===== src/rtl/mem_reader_pkg.sv =====
// Shared definitions for the calculator result reader: FSM states,
// default shared-RAM word addresses and keypad writer constants.
package mem_reader_pkg;

  typedef enum logic [2:0] {
    IDLE,
    POLL_REQ,
    POLL_WAIT,
    RES_REQ,
    RES_WAIT,
    CLEAR
  } state_t;

  localparam int unsigned ADDR_OPER   = 0;
  localparam int unsigned ADDR_A      = 4;
  localparam int unsigned ADDR_B      = 8;
  localparam int unsigned ADDR_RESULT = 12;
  localparam int unsigned ADDR_DONE   = 16;

  localparam int unsigned DONE_BIT = 0;
  localparam int unsigned POLL_W   = 10;

  // Code the keypad writer emits when no key is pressed.
  localparam logic [4:0] NO_KEY = 5'd16;

endpackage


===== src/rtl/mem_reader_latency_counter.sv =====
// Down-counter timing the RAM read latency; zero marks the cycle in which
// read data is valid. Shared by the status poll and the result fetch.
module latency_counter #(
  parameter int unsigned LATENCY = 1
) (
  input  logic clk,
  input  logic rst_n,
  input  logic load,
  output logic zero
);

  logic [2:0] cnt;

  // Loaded during the request cycle, so the wait state sees LATENCY-1 down to 0.
  always_ff @(posedge clk or negedge rst_n) begin
    if (!rst_n) begin
      cnt <= '0;
    end else if (load) begin
      cnt <= 3'(LATENCY - 1);
    end else if (cnt != '0) begin
      cnt <= cnt - 3'd1;
    end
  end

  assign zero = (cnt == '0);

endmodule


===== src/rtl/mem_reader.sv =====
// Polls the done flag in shared RAM, fetches the result word and clears the
// flag so the keypad writer can start the next operation.
module mem_reader
  import mem_reader_pkg::*;
#(
  parameter int unsigned RESULT_ADDR = ADDR_RESULT,
  parameter int unsigned DONE_ADDR   = ADDR_DONE,
  parameter int unsigned RD_LATENCY  = 1,
  parameter int unsigned MAX_POLLS   = 1023
) (
  input  logic        clk,
  input  logic        rst_n,
  input  logic        start,
  input  logic [31:0] rdata,
  output logic [31:0] address,
  output logic        rd_en,
  output logic        wr_en,
  output logic [31:0] wdata,
  output logic [31:0] result,
  output logic        result_valid,
  output logic        timeout,
  output logic        busy
);

  state_t            state, state_n;
  logic [POLL_W-1:0] poll_cnt;
  logic              lat_load, lat_zero;
  logic              poll_clr, poll_inc, capture, timeout_n;

  latency_counter #(.LATENCY(RD_LATENCY)) u_lat (
    .clk   (clk),
    .rst_n (rst_n),
    .load  (lat_load),
    .zero  (lat_zero)
  );

  always_ff @(posedge clk or negedge rst_n) begin
    if (!rst_n) begin
      state    <= IDLE;
      poll_cnt <= '0;
      address  <= '0;
      result   <= '0;
      timeout  <= 1'b0;
    end else begin
      state   <= state_n;
      timeout <= timeout_n;
      if (poll_clr) begin
        poll_cnt <= '0;
      end else if (poll_inc) begin
        poll_cnt <= poll_cnt + 1'b1;
      end
      if (capture) begin
        result <= rdata;
      end
      // Address is set on entry to an access state and held otherwise.
      if (state_n == POLL_REQ || state_n == CLEAR) begin
        address <= 32'(DONE_ADDR);
      end else if (state_n == RES_REQ) begin
        address <= 32'(RESULT_ADDR);
      end
    end
  end

  always_comb begin
    state_n      = state;
    rd_en        = 1'b0;
    wr_en        = 1'b0;
    result_valid = 1'b0;
    lat_load     = 1'b0;
    poll_clr     = 1'b0;
    poll_inc     = 1'b0;
    capture      = 1'b0;
    timeout_n    = 1'b0;
    case (state)
      IDLE: begin
        if (start) begin
          state_n  = POLL_REQ;
          poll_clr = 1'b1;
        end
      end
      POLL_REQ: begin
        rd_en    = 1'b1;
        poll_inc = 1'b1;
        lat_load = 1'b1;
        state_n  = POLL_WAIT;
      end
      POLL_WAIT: begin
        if (lat_zero) begin
          // poll_cnt already counts the poll whose data is being sampled.
          if (rdata[DONE_BIT]) begin
            state_n = RES_REQ;
          end else if (poll_cnt >= POLL_W'(MAX_POLLS)) begin
            timeout_n = 1'b1;
            state_n   = IDLE;
          end else begin
            state_n = POLL_REQ;
          end
        end
      end
      RES_REQ: begin
        rd_en    = 1'b1;
        lat_load = 1'b1;
        state_n  = RES_WAIT;
      end
      RES_WAIT: begin
        if (lat_zero) begin
          capture = 1'b1;
          state_n = CLEAR;
        end
      end
      CLEAR: begin
        wr_en        = 1'b1;
        result_valid = 1'b1;
        state_n      = IDLE;
      end
      default: state_n = IDLE;
    endcase
  end

  assign wdata = '0;
  assign busy  = (state != IDLE);

endmodule


===== config.mk =====
export PLATFORM = sky130hd
export DESIGN_NAME = mem_reader
export DESIGN_NICKNAME = d
export VERILOG_FILES = /design/src/rtl/mem_reader_pkg.sv /design/src/rtl/mem_reader_latency_counter.sv /design/src/rtl/mem_reader.sv
export SDC_FILE = /design/constraint.sdc
export NUM_CORES = 1
export LEC_CHECK = 0
export ABC_CLOCK_PERIOD_IN_PS = 1900
export CAP_MARGIN = 40
export CORE_ASPECT_RATIO = 1.4
export CORE_UTILIZATION = 30
export CTS_CLUSTER_DIAMETER = 150
export DETAILED_ROUTE_END_ITERATION = 10
export PLACE_DENSITY = 0.73
export RECOVER_POWER = 50
export SLEW_MARGIN = 10
export SYNTH_ARGS = -nofsm -noshare
export SYNTH_HDL_FRONTEND = slang
export SYNTH_SLANG_ARGS = --single-unit

===== constraint.sdc =====
create_clock -name clk -period 1.9 [get_ports clk]
set_input_delay 0.38 -clock clk [delete_from_list [all_inputs] [get_ports clk]]
set_output_delay 0.38 -clock clk [all_outputs]
set_load 0.01 [all_outputs]

## Word-level counts from Yosys, hierarchy flattened

Index checks and enable logic that the tools add are counted.

| word-level totals | value |
|---|---|
| register bits after elaboration | 81 |
| input port bits | 35 |
| output and inout bits | 101 |
| word-level logic and storage cells | 49 |

| operators by class | value |
|---|---|
| $add $sub $neg | 2 |
| magnitude comparators | 1 |
| eq/ne operators | 8 |
| multiplexer cells | 23 |
| reduce and logical (&&, ||, !) cells | 9 |

Operators with widths:

| kind | number |
|---|---|
| 2-to-1 mux 32 bit | 2 |
| 2-to-1 mux 10 bit | 2 |
| 2-to-1 mux 3 bit | 5 |
| one-hot mux 3 bit (5 select lines) | 1 |
| 2-to-1 mux 1 bit | 12 |
| adder 10 x 1 -> 10 bit, second input constant | 1 |
| >= comparator 10 bit, second input constant | 1 |
| equality test 3 x 2 -> 1 bit, second input constant | 3 |
| equality test 3 bit, second input constant | 3 |
| equality test 3 x 1 -> 1 bit, second input constant | 2 |
| logical NOT 3 bit | 2 |
| nonzero test 2 bit | 3 |
| nonzero test 3 bit | 2 |
| subtractor 3 x 1 -> 3 bit, second input constant | 1 |
| 2-to-1 mux 2 bit | 1 |
| OR reduction 2 bit | 1 |
| logical OR 1 bit | 1 |

## Depth between registers and ports, before layout

| depth | value |
|---|---|
| depth after elaboration | 8 |
| mapped depth | 7 |
| depth with buffers taken out | 6 |

## Cells and area by module

A second synthesis with hierarchy kept.

| second synthesis, totals | value |
|---|---|
| cells, all modules | 235 |
| area, all modules | 2698.8 µm² |

Modules (own cells, without submodules):

| module | instances | cells each | area each (µm²) | seq. area each (µm²) |
|---|---|---|---|---|
| mem_reader | 1 | 219 | 2522.4 | 1201.2 |
| latency_counter | 1 | 16 | 176.4 | 75.1 |

## Worst setup path after synthesis

No wires, ideal clock.

| timing | value |
|---|---|
| path kind | flip-flop to flip-flop |
| start | register u_lat.cnt[0] |
| end | register state[0] |
| library setup time | 0.127 ns |
| data arrival time | 1.624 ns |
| required time | 1.773 ns |
| setup slack | 0.149 ns |
| stages on the path, launching flop included | 7 |
| buffers on the path | 0 |
| period minus slack after synthesis | 1.751 ns |
| path through | dfrtp_1 -> inv_1 -> ha_1 -> or3b_1 -> nor4_2 -> nor4_2 -> or2_2 |

| on the way | value |
|---|---|
| word-level cells in the longest chain between the ends | 3 |
| elaborated cells between the ends (all ways) | 4 |
| classes of those cells | mux: 3; reduce/logical: 1 |

RTL lines:

| element | RTL line | RTL |
|---|---|---|
| start, declared | mem_reader_latency_counter.sv:12 | `logic [2:0] cnt;` |
| start signal, assigned | mem_reader_latency_counter.sv:19 | `cnt <= 3'(LATENCY - 1);` |
| start signal, assigned | mem_reader_latency_counter.sv:21 | `cnt <= cnt - 3'd1;` |
| logical NOT 3 bit * | mem_reader_latency_counter.sv:25 | `assign zero = (cnt == '0);` |
| 2-to-1 mux 3 bit (on tied branches) | mem_reader.sv:106, mem_reader.sv:88 |  |
| one-hot mux 3 bit (5 select lines) * | mem_reader.sv:74 | `case (state)` |
| net state_n[0] | mem_reader.sv:25 | `state_t state, state_n;` |
| end signal, assigned | mem_reader.sv:45 | `state <= state_n;` |
| end, declared | mem_reader.sv:25 |  |

Mark *: on every way through the listed nets, which the timed path passes. The rest lies on a longest branch.
A chain may end at the register's enable or synchronous reset.

## Worst setup path after layout

| timing | value |
|---|---|
| start | register u_lat.cnt[0] |
| end | register result[18] |

| on the way | value |
|---|---|
| word-level cells in the longest chain between the ends | 3 |

RTL lines:

| element | RTL line | RTL |
|---|---|---|
| logical NOT 3 bit | mem_reader_latency_counter.sv:25 |  |
| 2-to-1 mux 1 bit | mem_reader.sv:106 | `if (lat_zero) begin` |
| 2-to-1 mux 1 bit | mem_reader.sv:74 |  |
| end signal, assigned | mem_reader.sv:53 | `result <= rdata;` |
| end, declared | mem_reader.sv:19 | `output logic [31:0] result,` |

No other way between the ends.

==> out/qor.txt <==
CELLS AND AREA
--------------------------------------------------------------------------------------
Final core utilization ..................................................        0.399
Area overhead of the layout relative to synthesis .......................        30.1%
Area occupied by registers ..............................................  0.00128 mm2
Most common cell after layout, fill and taps aside ...................... sky130_fd_sc_hd__clkdlybuf4s50_1
Layout Cell Area excl Fill ..............................................  0.00358 mm2
Total number of nets in the final design ................................          355
Proportion of layout cells with a drive suffix above 1 ..................        0.208
Number of filler instances in the final layout ..........................          862
Commonest non-fill, non-tap cells in the layout ......................... 69 x sky130_fd_sc_hd__clkdlybuf4s50_1, 61 x sky130_fd_sc_hd__conb_1, 50 x sky130_fd_sc_hd__dfrtp_1
Number of antenna cells inserted ........................................            0
Area used by multi-input combinational logic ............................  0.00115 mm2

PLACE
--------------------------------------------------------------------------------------
Placement-stage cell area ...............................................  0.00339 mm2
Detailed placer's ending HPWL ...........................................      3.63 mm
Final weighted congestion of routability-driven global placement ........        0.770
Number of buffer cells added on primary ports ...........................           74

YOSYS
--------------------------------------------------------------------------------------
Synth Register Bits .....................................................           51
Sequential fraction of the synthesis area ...............................        0.463
Post-Synthesis Cells ....................................................          233
Area of the mapped netlist ..............................................  0.00276 mm2
Ys Warns ................................................................            0
Post-Synthesis Mean Instance Area .......................................     11.8 um2
Number of distinct standard cells referenced by the synthesized netlist .           34

FLOORPLANNING
--------------------------------------------------------------------------------------
Area of the core ........................................................  0.00898 mm2
Height of the die .......................................................       115 um
Area enclosed by the die boundary .......................................  0.00958 mm2
Std cell rows ...........................................................           41
Starting Density ........................................................        0.307
Die boundary width ......................................................      83.0 um
I/O pin count ...........................................................          136

RUN STATUS
--------------------------------------------------------------------------------------
Status .................................................................. finished clean

CTS
--------------------------------------------------------------------------------------
Clock-pin transition on the worst setup and hold timing paths ...........      0.07 ns
Number of clock sinks seen by CTS .......................................           51
TritonCTS clock tree ....................................................         done
Number of buffers inserted during clock tree synthesis ..................            5
Clock insertion delay at the later pin of the skew report ...............      0.28 ns
Root buffer cell ........................................................ sky130_fd_sc_hd__clkbuf_16
H-Tree Level Count ......................................................            2
Max Root-Sink Buffers ...................................................            2

PWR
--------------------------------------------------------------------------------------
Leak ....................................................................      1.65 nW
Total power .............................................................      5.07 mW
Peak supply drop ........................................................     0.687 mV
P per Cell Area .........................................................  1410 mW/mm2

SETUP PATH
--------------------------------------------------------------------------------------
R2r setup slk ...........................................................      0.08 ns
Worst setup EP type .....................................................     register
R2R cell count ..........................................................            6
Worst setup path start .................................................. u_lat.cnt[0]
FF-to-FF End ............................................................   result[18]
Worst-path fanout max ...................................................           29
Type of the setup path with the least slack ............................. register to register
Launch point of the worst reg-to-reg path ............................... u_lat.cnt[0]
Crit path required time .................................................      2.06 ns
Critical Path AT ........................................................      1.98 ns
CP startpoint kind ......................................................     register

TIMING
--------------------------------------------------------------------------------------
Worst hold slack ........................................................     0.432 ns
Slew at the pin with the worst max-slew slack ...........................      1.24 ns
Number of endpoints failing setup at the final stage ....................            0
Minimum clock period after layout .......................................      1.82 ns
Hold violation total from the final report ..............................            0
Crit share post-route ...................................................        0.956
Number of pins exceeding their max-slew limit in the final report .......            0
Peak Freq ...............................................................      550 MHz
Maximum clock skew at final layout ......................................   0.00934 ns
Headroom to the max-slew limit ..........................................        0.171

ROUTE
--------------------------------------------------------------------------------------
DRC violations left .....................................................            0
Drt first pass iters ....................................................            3
Antenna-violating nets left .............................................            0
DR vias/cell ............................................................         4.11
Routed wire length per instance .........................................      11.6 um
Total Wirelength ........................................................      4.94 mm
Drt first-iter violations ...............................................           32
Number of vias in the routed layout .....................................         1745

GLOBAL ROUTING
--------------------------------------------------------------------------------------
Antenna violations before repair ........................................            0
Via count of the first global-routing pass ..............................         1638
Largest net degree at the start of global routing .......................           52
Overall routing resource usage ..........................................        0.106
Grt total ovfl ..........................................................            0
Wire length of the first global-routing pass ............................      8.18 mm

JOB
--------------------------------------------------------------------------------------
Number of max-cap violations ............................................            0

MIN PATH
--------------------------------------------------------------------------------------
Hold crit path type ..................................................... primary input to asynchronous set/reset pin

==> sequential cells by signal, indices dropped and copies added (netlist names) <==
register   flops
address        2
u_lat.cnt      3
result        32
state          3
timeout        1
poll_cnt      10
==> critical path, cell delays in order (launching register included) <==
cell and delay [ns]:
sky130_fd_sc_hd__dfrtp_1 0.40, sky130_fd_sc_hd__inv_1 0.09, sky130_fd_sc_hd__ha_2 0.21, sky130_fd_sc_hd__nand3b_1 0.12, sky130_fd_sc_hd__or3_4 0.37, sky130_fd_sc_hd__buf_12 0.18, sky130_fd_sc_hd__mux2_4 0.31
==> worst max-delay path by stage <==
| stage | slack (ns) | depth (start not counted) | endpoint |
|---|---|---|---|
| 2_1_floorplan | 0.15 | 6 | state[0] |
| 3_3_place_gp | -0.08 | 5 | state[0] |
| 3_5_place_dp | -0.11 | 5 | address[3] |
| 4_1_cts | 0.004 | 6 | address[3] |
| 5_1_grt | -0.006 | 6 | result[15] |
| 6_report | 0.08 | 6 | result[18] |
==> kinds of logic after synthesis <==
logic type	after synthesis	share of synthesized area
buffers and inverters	77	0.212
DFF	51	0.463
and+or+nand+nor	48	0.107
muxes	36	0.157
AOI/OAI and AO/OA	10	0.0241
xor gates and xnor gates	7	0.0223
adders and majority gates	3	0.0136
other	1	0.00136
==> power by group <==
group	total (mW)	internal (mW)	switching (mW)
logic	2.37	1.44	0.928
clock network	0.920	0.561	0.359
registers	1.78	1.52	0.262
==> per-stage QoR <==
step           setup WS, ns  setup TNS [ns]  cells
2_1_floorplan         0.149               0    293
3_3_place_gp        -0.0778          -0.200    415
3_5_place_dp         -0.114          -0.317    415
4_1_cts             0.00354               0    425
5_1_grt            -0.00571        -0.00993    425
6_report             0.0828               0    425
==> layer usage <==
metal	vias to the layer above	share of wire	global-route usage
li1	814	-	-
met1	832	0.39	0.120
met2	94	0.54	0.202
met3	5	0.065	0.0266
met4	0	0.0065	0.0207
met5	-	0	0
==> cells in the mapped netlist <==
cell                       count  area share
sky130_fd_sc_hd__buf_4        64        0.17
sky130_fd_sc_hd__xnor2_1       6       0.019
sky130_fd_sc_hd__nor3b_1       2      0.0054
sky130_fd_sc_hd__ha_1          3       0.014
sky130_fd_sc_hd__xor2_1        1      0.0032
sky130_fd_sc_hd__nor4_2        3       0.014
sky130_fd_sc_hd__or3_1         3      0.0068
sky130_fd_sc_hd__a21oi_1       1      0.0018
sky130_fd_sc_hd__or2b_1        1      0.0027
sky130_fd_sc_hd__o21ai_0       4      0.0073
sky130_fd_sc_hd__mux2_4        8       0.044
sky130_fd_sc_hd__a211oi_1      2      0.0054
sky130_fd_sc_hd__nand2b_1      3      0.0068
sky130_fd_sc_hd__or3b_1        2      0.0064
sky130_fd_sc_hd__conb_1        1      0.0014
sky130_fd_sc_hd__nand3_1       4      0.0073
sky130_fd_sc_hd__nor3_1        3      0.0054
sky130_fd_sc_hd__mux2_2       25        0.10
sky130_fd_sc_hd__clkbuf_1      1      0.0014
sky130_fd_sc_hd__nor2_1       14       0.019
sky130_fd_sc_hd__nand4_2       1      0.0045
sky130_fd_sc_hd__dfrtp_1      51        0.46
sky130_fd_sc_hd__nor2b_1       2      0.0045
sky130_fd_sc_hd__nor4_4        1      0.0077
sky130_fd_sc_hd__a22o_1        2      0.0064
sky130_fd_sc_hd__inv_1         6      0.0082
sky130_fd_sc_hd__mux2i_1       3       0.011
sky130_fd_sc_hd__a21oi_2       1      0.0032
sky130_fd_sc_hd__nand3b_1      2      0.0054
sky130_fd_sc_hd__nand4_1       1      0.0023
sky130_fd_sc_hd__or2_2         1      0.0023
sky130_fd_sc_hd__buf_6         5       0.020
sky130_fd_sc_hd__nand2_1       5      0.0068
sky130_fd_sc_hd__buf_12        1      0.0073
==> what timing repair did <==
item	4_1_cts	5_1_grt
cloned	0	0
gates resized for setup	6	5
buffers inserted	2	0
hold buffers	0	0
endpoints found under the setup margin	4	32
pin swaps	0	1
==> cell type report <==
class | count | area share
multi-input cells | 165 | 0.321
repair buffers | 88 | 0.235
clock buffers | 8 | 0.0436
well taps | 107 | 0.0374
flip-flops and latches | 51 | 0.356
inverters | 6 | 0.00628
(Power assumes the default switching activity.)
==> variant (same settings) <==
The 6 states of `state_t` get a one-hot encoding in 6 bits.
--- a/src/rtl/mem_reader_pkg.sv
+++ b/src/rtl/mem_reader_pkg.sv
@@ -2,13 +2,13 @@
 // default shared-RAM word addresses and keypad writer constants.
 package mem_reader_pkg;
 
-  typedef enum logic [2:0] {
-    IDLE,
-    POLL_REQ,
-    POLL_WAIT,
-    RES_REQ,
-    RES_WAIT,
-    CLEAR
+  typedef enum logic [5:0] {
+    IDLE      = 6'b000001,
+    POLL_REQ  = 6'b000010,
+    POLL_WAIT = 6'b000100,
+    RES_REQ   = 6'b001000,
+    RES_WAIT  = 6'b010000,
+    CLEAR     = 6'b100000
   } state_t;
 
   localparam int unsigned ADDR_OPER   = 0;
Formal check against the unedited RTL: same outputs for any inputs over 10 cycles, from zero or initial values and one cycle with rst_n low; not proved beyond that.
==> variant against the original RTL <==
Critical path depth down 2. Die area is 7.1% higher. Setup slack got worse by 0.0080 ns. Via count grew 14%. Final cell count rose by 13%. Synthesized area is 7.2% higher. Routed wire length increased by 11%. First-iteration DRC count rose by 84%. Total power decreased by 21%. Utilization rose by 0.23 points. Highest routed layer unchanged. Cell area up 6.6%. Sequential cell count is 3 higher. Synthesized cell count rose by 11%.
==> variant: results (changes against the original RTL) <==
Setup path:
- The data arrival time of the critical path was 1.45 ns (-0.53 ns).
- The reg-to-reg endpoint is poll_cnt[5].
- The maximum fanout encountered on the critical timing path came to 2 (-93%).
- Tracing the worst setup path back leads to its startpoint at state[1].
- The worst reg-to-reg setup slack is 0.13 ns (+0.05 ns).
- The number of cells on the worst reg-to-reg path is 5 (-1).
- In this run the critical register-to-register path is launched from state[4].

Clock network:
- The post-CTS setup-driven buffer insertion count was 0 (-2).

STA:
- The minimum period implied by the final worst setup slack came to 1.83 ns (+0.00797 ns).
- The worst hold slack is 0.341 ns (-0.0915 ns).
- The transition at the pin with the smallest max-transition slack came to 1.26 ns (+0.0171 ns).

GRT:
- The overall fraction of global-route tracks in use is 10.8% (+0.26 points).
- The global-route wire length before repair is 8.76 mm (+7.1%).

Route:
- The violation count after the first detailed-route iteration came to 59 (+84%).
- The vias after detailed routing was 1993 (+14%).
- The average wire per cell in the routed design is 11.4 µm (-2.0%).

Yosys:
- By area the synthesized netlist is led by sky130_fd_sc_hd__dfrtp_1 (45%), sky130_fd_sc_hd__buf_4 (17%), sky130_fd_sc_hd__mux2_1 (7.6%), sky130_fd_sc_hd__mux2_4 (3.0%), sky130_fd_sc_hd__xor2_1 (2.4%).
- The synthesized instance count came to 259 (+11%).

Placement:
- The last weighted congestion value of the routability-driven placer was 0.770 (about the same).
- The placed wire-length estimate after detailed placement was 4.17 mm (+15%).
- The placement-stage worst setup slack is -0.0790 ns (+0.0346 ns).

Pwr:
- The worst IR drop on VDD is 0.000432 V (-37%).
- The leakage power figure came to 1.73 nW (+4.9%).

Status:
- The run finished with clean final reports.

Cells and area:
- The fraction of layout cells with a size suffix above 1 is 14.4% (-6.4 points).
- The count of placed standard cells in the final layout, fillers left out is 480 (+13%).
- The largest registers in the layout are result: 32 flops, poll_cnt: 10 flops, state: 6 flops.
==> variant: final cells by class <==
cell class | count | area share (%)
flip-flops and latches | 54 | 35.4
multi-input cells | 188 | 33.5
repair buffers | 92 | 22.5
well taps | 132 | 4.33
clock buffers | 6 | 3.37
inverters | 6 | 0.590
clock inverters | 2 | 0.360
==> variant: repair_timing <==
action,4_1_cts,5_1_grt
resized for setup,15,6
hold buffers,0,0
pin swaps,1,0
endpoints found under the setup margin,4,7
==> variant: metal layers <==
| layer | share of wire (%) | GRT usage (%) | vias up |
|---|---|---|---|
| met5 | 0 | 0 | - |
| met4 | 1.4 | 3.75 | 0 |
| met3 | 7.1 | 2.98 | 6 |
| met2 | 51 | 19.5 | 103 |
| met1 | 40 | 12.0 | 954 |
| li1 | - | - | 930 |
==> variant: logic make-up after synthesis <==
kind of cell	share of synthesized area, %
buffers and inverters	19.1
and+or+nand+nor	13.6
DFF	45.8
muxes	13.3
AOI/OAI and AO/OA	4.19
xor gates and xnor gates	2.67
adders and majority gates	1.27
other	0.127
==> variant: critical path, delay by kind of cell, from the launching register on <==
kind,cells,cell delay [ns]
DFF,1,0.41
buffers and inverters,2,0.25
and+or+nand+nor,2,0.49
==> variant: where the power goes <==
part / internal [mW] / switching, mW / total, mW
clock network: 0.490 / 0.403 / 0.893
logic: 0.839 / 0.691 / 1.53
registers: 1.41 / 0.156 / 1.57
total: 2.74 / 1.25 / 3.99
==> variant: worst min-delay path by stage <==
stage	startpoint	to	cells after the start
3_3_place_gp	rst_n	result[9]	1
6_report	rst_n	result[3]	1
3_5_place_dp	rst_n	result[3]	1
4_1_cts	rst_n	result[3]	1
5_1_grt	rst_n	result[3]	1
2_1_floorplan	rst_n	address[3]	0
==> variant: through the flow <==
stage | utilization (%) | cell area, µm² | setup TNS, ns
floorplan | - | 3180 | 0
global placement | 38.8 | 3690 | -0.0710
detailed placement | 38.8 | 3690 | -0.156
CTS | 40.3 | 3830 | 0
global route | 40.1 | 3820 | 0
finish | 40.1 | 3820 | 0
